`src/rtl/sync_fifo_param_if.sv`:
```
// sync_fifo_param_if: handshake/status bundle between a FIFO and the logic using it.
//   master: drives w_en, data_in, r_en, err_clr; observes data, flags, errors, level
//   slave : the FIFO side (inverse directions)
interface sync_fifo_param_if #(
    parameter int DATA_WIDTH = 8,
    parameter int DEPTH      = 256
);
    localparam int ADDR_W = $clog2(DEPTH);
    logic                  w_en;
    logic [DATA_WIDTH-1:0] data_in;
    logic                  r_en;
    logic [DATA_WIDTH-1:0] data_out;
    logic                  full;
    logic                  empty;
    logic                  half_full;
    logic                  half_empty;
    logic                  almost_full;
    logic                  almost_empty;
    logic                  write_error;
    logic                  read_error;
    logic                  err_clr;
    logic                  ovf_sticky;
    logic                  unf_sticky;
    logic [ADDR_W:0]       level;
    modport master (
        output w_en, data_in, r_en, err_clr,
        input  data_out, full, empty, half_full, half_empty, almost_full, almost_empty,
               write_error, read_error, ovf_sticky, unf_sticky, level
    );
    modport slave (
        input  w_en, data_in, r_en, err_clr,
        output data_out, full, empty, half_full, half_empty, almost_full, almost_empty,
               write_error, read_error, ovf_sticky, unf_sticky, level
    );
endinterface

```
`src/rtl/sync_fifo_param.sv`:
```
// sync_fifo_param: single-clock FIFO with occupancy count, thresholds, sticky errors, optional FWFT.
//   clk   : clock, rising edge
//   rst_n : asynchronous active-low reset
//   bus   : sync_fifo_param_if.slave (write/read requests, data, status flags, level)
module sync_fifo_param #(
    parameter int DATA_WIDTH = 8,
    parameter int DEPTH      = 256,
    parameter int FWFT       = 0,
    parameter int AF_THRESH  = DEPTH - 4,
    parameter int AE_THRESH  = 4
) (
    input  logic               clk,
    input  logic               rst_n,
    sync_fifo_param_if.slave   bus
);
    localparam int ADDR_W = $clog2(DEPTH);
    localparam int LW     = ADDR_W + 1;

    if (DEPTH < 4 || (DEPTH & (DEPTH - 1)) != 0) begin : g_bad_depth
        $error("sync_fifo_param: DEPTH must be a power of 2 and >= 4");
    end
    if (AE_THRESH < 0 || AE_THRESH >= AF_THRESH || AF_THRESH > DEPTH) begin : g_bad_thresh
        $error("sync_fifo_param: need 0 <= AE_THRESH < AF_THRESH <= DEPTH");
    end

    logic [DATA_WIDTH-1:0] mem [DEPTH];
    logic [ADDR_W-1:0]     wptr, rptr;
    logic [ADDR_W:0]       level_q, level_d;
    logic                  wr_acc, rd_acc;
    logic [DATA_WIDTH-1:0] rd_q;
    logic                  full_q, empty_q, hf_q, he_q, af_q, ae_q;
    logic                  werr_q, rerr_q, ovf_q, unf_q;

    // Acceptance uses only the registered flags: no bypass between read and write.
    always_comb begin
        wr_acc  = bus.w_en && !full_q;
        rd_acc  = bus.r_en && !empty_q;
        level_d = level_q + LW'(wr_acc) - LW'(rd_acc);
    end

    always_ff @(posedge clk) begin
        if (wr_acc) mem[wptr] <= bus.data_in;
    end

    // Flags are derived from the next level so they move on the same edge as the access.
    always_ff @(posedge clk or negedge rst_n) begin
        if (!rst_n) begin
            wptr    <= '0;
            rptr    <= '0;
            level_q <= '0;
            rd_q    <= '0;
            full_q  <= 1'b0;
            empty_q <= 1'b1;
            hf_q    <= 1'b0;
            he_q    <= 1'b1;
            af_q    <= 1'b0;
            ae_q    <= 1'b1;
            werr_q  <= 1'b0;
            rerr_q  <= 1'b0;
            ovf_q   <= 1'b0;
            unf_q   <= 1'b0;
        end else begin
            if (wr_acc) wptr <= wptr + ADDR_W'(1);
            if (rd_acc) begin
                rptr <= rptr + ADDR_W'(1);
                rd_q <= mem[rptr];
            end
            level_q <= level_d;
            full_q  <= level_d == LW'(DEPTH);
            empty_q <= level_d == '0;
            hf_q    <= level_d >= LW'(DEPTH / 2);
            he_q    <= level_d <  LW'(DEPTH / 2);
            af_q    <= level_d >= LW'(AF_THRESH);
            ae_q    <= level_d <= LW'(AE_THRESH);
            werr_q  <= bus.w_en && full_q;
            rerr_q  <= bus.r_en && empty_q;
            // A new error in the same cycle as err_clr keeps the sticky set.
            ovf_q   <= (bus.w_en && full_q) || (ovf_q && !bus.err_clr);
            unf_q   <= (bus.r_en && empty_q) || (unf_q && !bus.err_clr);
        end
    end

    // In FWFT mode the head word is shown live; rd_q keeps the last popped word for when empty.
    assign bus.data_out     = (FWFT != 0 && !empty_q) ? mem[rptr] : rd_q;
    assign bus.full         = full_q;
    assign bus.empty        = empty_q;
    assign bus.half_full    = hf_q;
    assign bus.half_empty   = he_q;
    assign bus.almost_full  = af_q;
    assign bus.almost_empty = ae_q;
    assign bus.write_error  = werr_q;
    assign bus.read_error   = rerr_q;
    assign bus.ovf_sticky   = ovf_q;
    assign bus.unf_sticky   = unf_q;
    assign bus.level        = level_q;
endmodule

```
`src/flat_wrapper.sv`:
```
// flat-port wrapper written by rule: the top's interface ports become plain ports
module sync_fifo_param_flat 
#(
    parameter int DATA_WIDTH = 8,
    parameter int DEPTH      = 256,
    parameter int FWFT       = 0,
    parameter int AF_THRESH  = DEPTH - 4,
    parameter int AE_THRESH  = 4
)
  (clk, rst_n, bus_w_en, bus_data_in, bus_r_en, bus_err_clr, bus_data_out, bus_full, bus_empty, bus_half_full, bus_half_empty, bus_almost_full, bus_almost_empty, bus_write_error, bus_read_error, bus_ovf_sticky, bus_unf_sticky, bus_level);
  sync_fifo_param_if #(.DATA_WIDTH(DATA_WIDTH), .DEPTH(DEPTH)) bus_i ();
  input  logic clk;
  input  logic rst_n;
  input wire logic [$bits(bus_i.w_en)-1:0] bus_w_en;
  input wire logic [$bits(bus_i.data_in)-1:0] bus_data_in;
  input wire logic [$bits(bus_i.r_en)-1:0] bus_r_en;
  input wire logic [$bits(bus_i.err_clr)-1:0] bus_err_clr;
  output wire logic [$bits(bus_i.data_out)-1:0] bus_data_out;
  output wire logic [$bits(bus_i.full)-1:0] bus_full;
  output wire logic [$bits(bus_i.empty)-1:0] bus_empty;
  output wire logic [$bits(bus_i.half_full)-1:0] bus_half_full;
  output wire logic [$bits(bus_i.half_empty)-1:0] bus_half_empty;
  output wire logic [$bits(bus_i.almost_full)-1:0] bus_almost_full;
  output wire logic [$bits(bus_i.almost_empty)-1:0] bus_almost_empty;
  output wire logic [$bits(bus_i.write_error)-1:0] bus_write_error;
  output wire logic [$bits(bus_i.read_error)-1:0] bus_read_error;
  output wire logic [$bits(bus_i.ovf_sticky)-1:0] bus_ovf_sticky;
  output wire logic [$bits(bus_i.unf_sticky)-1:0] bus_unf_sticky;
  output wire logic [$bits(bus_i.level)-1:0] bus_level;
  assign bus_i.w_en = bus_w_en;
  assign bus_i.data_in = bus_data_in;
  assign bus_i.r_en = bus_r_en;
  assign bus_i.err_clr = bus_err_clr;
  assign bus_data_out = bus_i.data_out;
  assign bus_full = bus_i.full;
  assign bus_empty = bus_i.empty;
  assign bus_half_full = bus_i.half_full;
  assign bus_half_empty = bus_i.half_empty;
  assign bus_almost_full = bus_i.almost_full;
  assign bus_almost_empty = bus_i.almost_empty;
  assign bus_write_error = bus_i.write_error;
  assign bus_read_error = bus_i.read_error;
  assign bus_ovf_sticky = bus_i.ovf_sticky;
  assign bus_unf_sticky = bus_i.unf_sticky;
  assign bus_level = bus_i.level;
  sync_fifo_param #(.DATA_WIDTH(DATA_WIDTH), .DEPTH(DEPTH), .FWFT(FWFT), .AF_THRESH(AF_THRESH), .AE_THRESH(AE_THRESH)) u_core (.clk(clk), .rst_n(rst_n), .bus(bus_i));
endmodule
```
`config.mk`:
```
export PLATFORM = sky130hd
export DESIGN_NAME = sync_fifo_param_flat
export DESIGN_NICKNAME = d
export VERILOG_FILES = /design/src/rtl/sync_fifo_param_if.sv /design/src/rtl/sync_fifo_param.sv /design/src/flat_wrapper.sv
export SDC_FILE = /design/constraint.sdc
export NUM_CORES = 2
export LEC_CHECK = 0
export ABC_AREA = 1
export ABC_CLOCK_PERIOD_IN_PS = 3500
export BUFFER_PORTS_ARGS = -buffer_cell sky130_fd_sc_hd__buf_2
export CAP_MARGIN = 20
export CORE_MARGIN = 2
export CORE_UTILIZATION = 40
export DETAILED_ROUTE_END_ITERATION = 6
export SETUP_SLACK_MARGIN = 0.4
export SLEW_MARGIN = 30
export SYNTH_ARGS = -nofsm -noshare
export SYNTH_HDL_FRONTEND = slang
export SYNTH_SLANG_ARGS = --single-unit
```
`constraint.sdc`:
```
create_clock -name clk -period 3.5 [get_ports clk]
set_input_delay 0.35 -clock clk [delete_from_list [all_inputs] [get_ports clk]]
set_output_delay 0.35 -clock clk [all_outputs]
set_load 0.02 [all_outputs]
```
# ---- After elaboration in Yosys (flattened, before gate mapping)
# Memory sizes are Yosys's and may differ from the RTL's. A register that Yosys moved wholly into a read port is not among the register bits.
# Index checks and enable logic that the tools add are counted.
dict set report classes {
  n_addsub 4
  eq_ne 1
  reduce_logical 13
  n_lt_le_gt_ge 4
  mux 2
}
# cell count
set op_table {}
lappend op_table {{>= comparator 9 x 8 -> 1 bit (second input constant)} 2}
lappend op_table {{adder 8 x 1 -> 8 bit (second input constant)} 2}
lappend op_table {{adder 9 x 1 -> 9 bit} 1}
lappend op_table {{== test 9 bit (second input constant)} 1}
lappend op_table {{<= comparator 9 x 3 -> 1 bit (second input constant)} 1}
lappend op_table {{logical NOT 9 bit} 1}
lappend op_table {{< comparator 9 x 8 -> 1 bit (second input constant)} 1}
lappend op_table {{subtractor 9 x 1 -> 9 bit} 1}
lappend op_table {{logical AND 1 bit} 6}
lappend op_table {{logical NOT 1 bit} 4}
lappend op_table {{logical OR 1 bit} 2}
lappend op_table {{two-way mux 1 bit} 2}
dict set report totals {
  ff_bits 35
  output_inout_bits 27
  n_memories 1
  elab_cells 38
  ram_bits 2048
}
# name words width rd rd_ports_with_merged_regs write_ports line
set mem_list {}
lappend mem_list {u_core.mem 256 8 1 1 1 sync_fifo_param.sv:26} ;# logic [DATA_WIDTH-1:0] mem [DEPTH];

# ---- Longest topological paths before layout
dict set report depth {
  word_depth 5
  mapped_depth 20
  mapped_depth_nobuf 17
}

# ---- Worst setup path after synthesis
# OpenSTA, ideal clock, no wires.
dict set report synth_path {
  kind {flip-flop to flip-flop}
  startpoint {register u_core.empty_q, in the netlist u_core.bus.empty}
  endpoint {register u_core.full_q, in the netlist u_core.bus.full}
  arrival_time_ps 2731
  required_ps 3414
  path_stages_with_launch 16
  n_path_buf 1
  setup_ps 86
  period_less_slack_ps 2817
  path_slack_ps 683
  cell_sequence {dfstp_2 -> nor2_1 -> buf_2 -> ha_1 -> inv_1 -> ha_1 -> fa_1 -> nand3_1 -> nand3_1 -> a21oi_1 -> nor2_1 -> nor2_1 -> xor2_1 -> and2_1 -> nand2_1 -> nor3_1}
}
dict set report synth_between {
  elab_chain_cells 4
}
# item line
set synth_rtl {}
lappend synth_rtl {{start: declaration} sync_fifo_param.sv:31} ;# logic full_q, empty_q, hf_q, he_q, af_q, ae_q;
lappend synth_rtl {{start signal: assignment} sync_fifo_param.sv:53} ;# empty_q <= 1'b1;
lappend synth_rtl {{start signal: assignment} sync_fifo_param.sv:70} ;# empty_q <= level_d == '0;
lappend synth_rtl {{logical NOT 1 bit} sync_fifo_param.sv:37} ;# rd_acc = bus.r_en && !empty_q;
lappend synth_rtl {{logical AND 1 bit} sync_fifo_param.sv:37}
lappend synth_rtl {{net u_core.rd_acc} sync_fifo_param.sv:29} ;# logic wr_acc, rd_acc;
lappend synth_rtl {{subtractor 9 x 1 -> 9 bit} sync_fifo_param.sv:38} ;# level_d = level_q + LW'(wr_acc) - LW'(rd_acc);
lappend synth_rtl {{== test 9 bit} sync_fifo_param.sv:69} ;# full_q <= level_d == LW'(DEPTH);
lappend synth_rtl {{end signal: assignment} sync_fifo_param.sv:69}
lappend synth_rtl {{end: declaration} sync_fifo_param.sv:31}
# The timed path passes the listed nets, and every way through them passes these cells.
# A chain may end at the register's enable or synchronous reset.

==> out/metrics.yaml <==
grt_pass1_vias: 56700
synth_compound_area_share_pct: 5.20
track_usage_pct: 22.0
yosysWarnings: 0
slew_headroom_pct: 29.4
post-place-cells: 10800
crit_path_max_incr_delay_ns: 0.59
arrival_ns: 3.84
core_area_um2: 219000
finalCritPeriodShare_pct: 87.1
irDropWorstVdd_uv: 850
path_common_cell: "nand2_1"
cts_tree: "built"
report.final.setup_viol: 0
dp_hpwl_um: 148000
whs_ns: 0.00586
netlist_area_um2: 88000
syn_inst: 7964
syn_avg_cell_area_um2: 11.1
synthFlopType: "edfxtp_1"
total_power_mw: 79.3
ys_seq_area_share_pct: 71.1
crit_type: "reg2reg"
cp_max_fo: 92
min_period_ns: 3.05
via_count: 59400
crit_chain: "buf_4 -> buf_16 -> nor2_1 -> nor2_1 -> o21ai_0 -> o211ai_1 -> nand3_1 -> nand2_1 -> nand3_1 -> nand2_1 -> nand3_1 -> nand2_1 -> nand2_1 -> nand2_1"
powerDensity_nw_per_um2: 793
rows: 172
drt-wirelength-per-cell_um: 22.3
portBuffers: 39
syn-num-nets: 7992
grt_max_degree: 109
clk_path_buf_depth: 3
synth_area_leaders: "edfxtp_1 (70%), nand2_1 (8.7%), nor2_1 (5.8%)"
fmaxAchievable_ghz: 0.328
overflow: 0
synth_top_family_by_area: "simple AND/OR/NAND/NOR gates"
synth_xor_xnor_area_share_pct: 0.199
fin_cells: 11200
cts_buffers: 214
drc_errors: 0
worst_pin_slew_ns: 1.06
die_w_um: 473
start_util_pct: 40.1
ant_nets: 0
h-tree-depth: 4
yosysMostFrequentCell: "edfxtp_1"
antenna_found_initial: 3
clock_skew_ns: 0.0496
drive_gt1_share_pct: 9.25
synth_edf_count: 2048
required_ns: 4.30
rsz0062_at_grt: "yes"
firstDrtPassIters: 6
p_leak_nw: 37.3
clk_pin_slew_ns: 0.06
slowest_stage: "dfrtp_4"
gp_congestion: 0.883
cap_violations: 0
fin_nets: 8206
hold_viol_final: 0
slew_violations: 0
netlist.area_leader.share_pct: 69.9
cts_root_buffer: "clkbuf_16"
fp.dieArea_um2: 224000
drtIter0Drc: 7092
crit_path_end_kind: "flop"
syn2layout_area_growth_pct: 13.6
synth_largest_area_cell: "edfxtp_1"
status: "complete, no violations"
worst_slack_ns: 0.453
clock_sink_count: 2091
pin_count: 40
holdCritPathClass: "in2async"
yosysUniqueCellTypes: 33
fin_util_pct: 45.6
cp-start-kind: "flop"
final.setup.tns_ns: 0
reg2reg_from: "u_core.rptr[0]"
grt_pass1_wl_um: 370000
synth_mux_area_share_pct: 0
synth_commonest_cells: "edfxtp_1 (2048), nand2_1 (2036), nor2_1 (1355), nand3_1 (575), inv_1 (514)"
post-place-ws_ns: 0.310
synthArstFlopShare_pct: 2.06
ys_seq_elements: 2091
wirelength_um: 250000
viasPerCell: 5.29
synthSimpleGateAreaFrac_pct: 17.9
synth_fa_ha_area_share_pct: 0.222
placed_area_um2: 93000
crit_start: "u_core.rptr[0]"
clk_latency_ns: 0.88
chipHeight_um: 473
post-route-cell-area_um2: 100000
## layout by cell type (no fill, tap or decap), drive strengths merged, types with 3 or more instances in the layout
cell	synthesis	final
dfstp	3	3
xor2	20	20
ha	14	14
edfxtp	2048	2048
nor2	1356	1356
a31oi	6	6
clkinvlp	0	4
or2	6	6
nand2	2036	2036
a21oi	109	109
dfrtp	40	40
clkbuf	149	286
inv	519	524
nand3	575	575
bufinv	0	10
nor3	9	9
o211ai	111	111
dlygate4sd3	0	11
clkinv	11	97
buf	315	451
o21ai	629	629
## metal layers
metal / GRT usage (%) / routed length (um) / vias to the layer above
met3: 3.27 / 19300 / 412
met4: 7.88 / 8790 / 0
met5: 0 / 0 / -
li1: - / - / 27300
met1: 30.9 / 106000 / 29200
met2: 34.6 / 116000 / 2425
## worst max-delay path, delay by kind of cell (launching register included)
| family | cells | cell delay (ns) |
|---|---|---|
| AO/OA/AOI/OAI | 2 | 0.24 |
| buffers and inverters | 2 | 0.48 |
| flip-flops | 1 | 0.59 |
| AND/OR/NAND/NOR | 10 | 1.52 |
## kinds of logic (layout without fill, tap and decap cells)
group                    after synthesis  in the layout
AND/OR/NAND/NOR                     3987           3987
flip-flops                          2091           2091
buffers and inverters                994           1383
AO/OA/AOI/OAI                        857            857
XOR/XNOR                              20             20
adder cells (fa/ha/maj)               15             15
other                                  0              2
## layout make-up
| class | count | area (um^2) |
|---|---|---|
| tap | 2871 | 3590 |
| clock inverter | 105 | 973 |
| sequential | 2091 | 62600 |
| antenna | 2 | 5.00 |
| inverter | 530 | 2020 |
| fill | 19800 | 119000 |
| clock buffer | 286 | 5740 |
| multi-input combinational | 4879 | 20700 |
| timing repair buffer | 462 | 4310 |
## path summary, 6_finish.rpt
| path | endpoint | slack, ns | cells after the start |
|---|---|---|---|
| min | u_core.wptr[3] | 0.006 | 2 |
| min reg2reg | u_core.bus.data_out[2] | 0.50 | 2 |
| max in group asynchronous | u_core.bus.empty | 2.78 | 3 |
| max reg2reg | u_core.bus.data_out[4] | 0.45 | 14 |
| max | u_core.bus.data_out[4] | 0.45 | 14 |
| min in group clk | u_core.mem[87][6] | 0.01 | 1 |
## state kept, by name, indices dropped and copies added, names as in the netlist
name,flops
u_core.mem,2048
u_core.bus.level,9
u_core.bus.data_out,8
u_core.rptr,8
u_core.wptr,8
u_core.bus.almost_empty,1
u_core.bus.almost_full,1
u_core.bus.empty,1
u_core.bus.full,1
u_core.bus.half_empty,1
u_core.bus.half_full,1
u_core.bus.ovf_sticky,1
u_core.bus.read_error,1
u_core.bus.unf_sticky,1
u_core.bus.write_error,1
## power breakdown
group          total, mW  switching (mW)  internal [mW]
clock network       22.0            9.71           12.3
registers           28.4           0.425           28.0
logic               28.9            20.9           8.03
## timing repair
item                                   4_1_cts  5_1_grt
buffers inserted                             0        4
pin swaps                                    0        0
resized for setup                            2       12
endpoints found under the hold margin      133        0
setup endpoints to repair                    2        8
hold buffers                                11        0
Power figures use the tool's default switching activity.
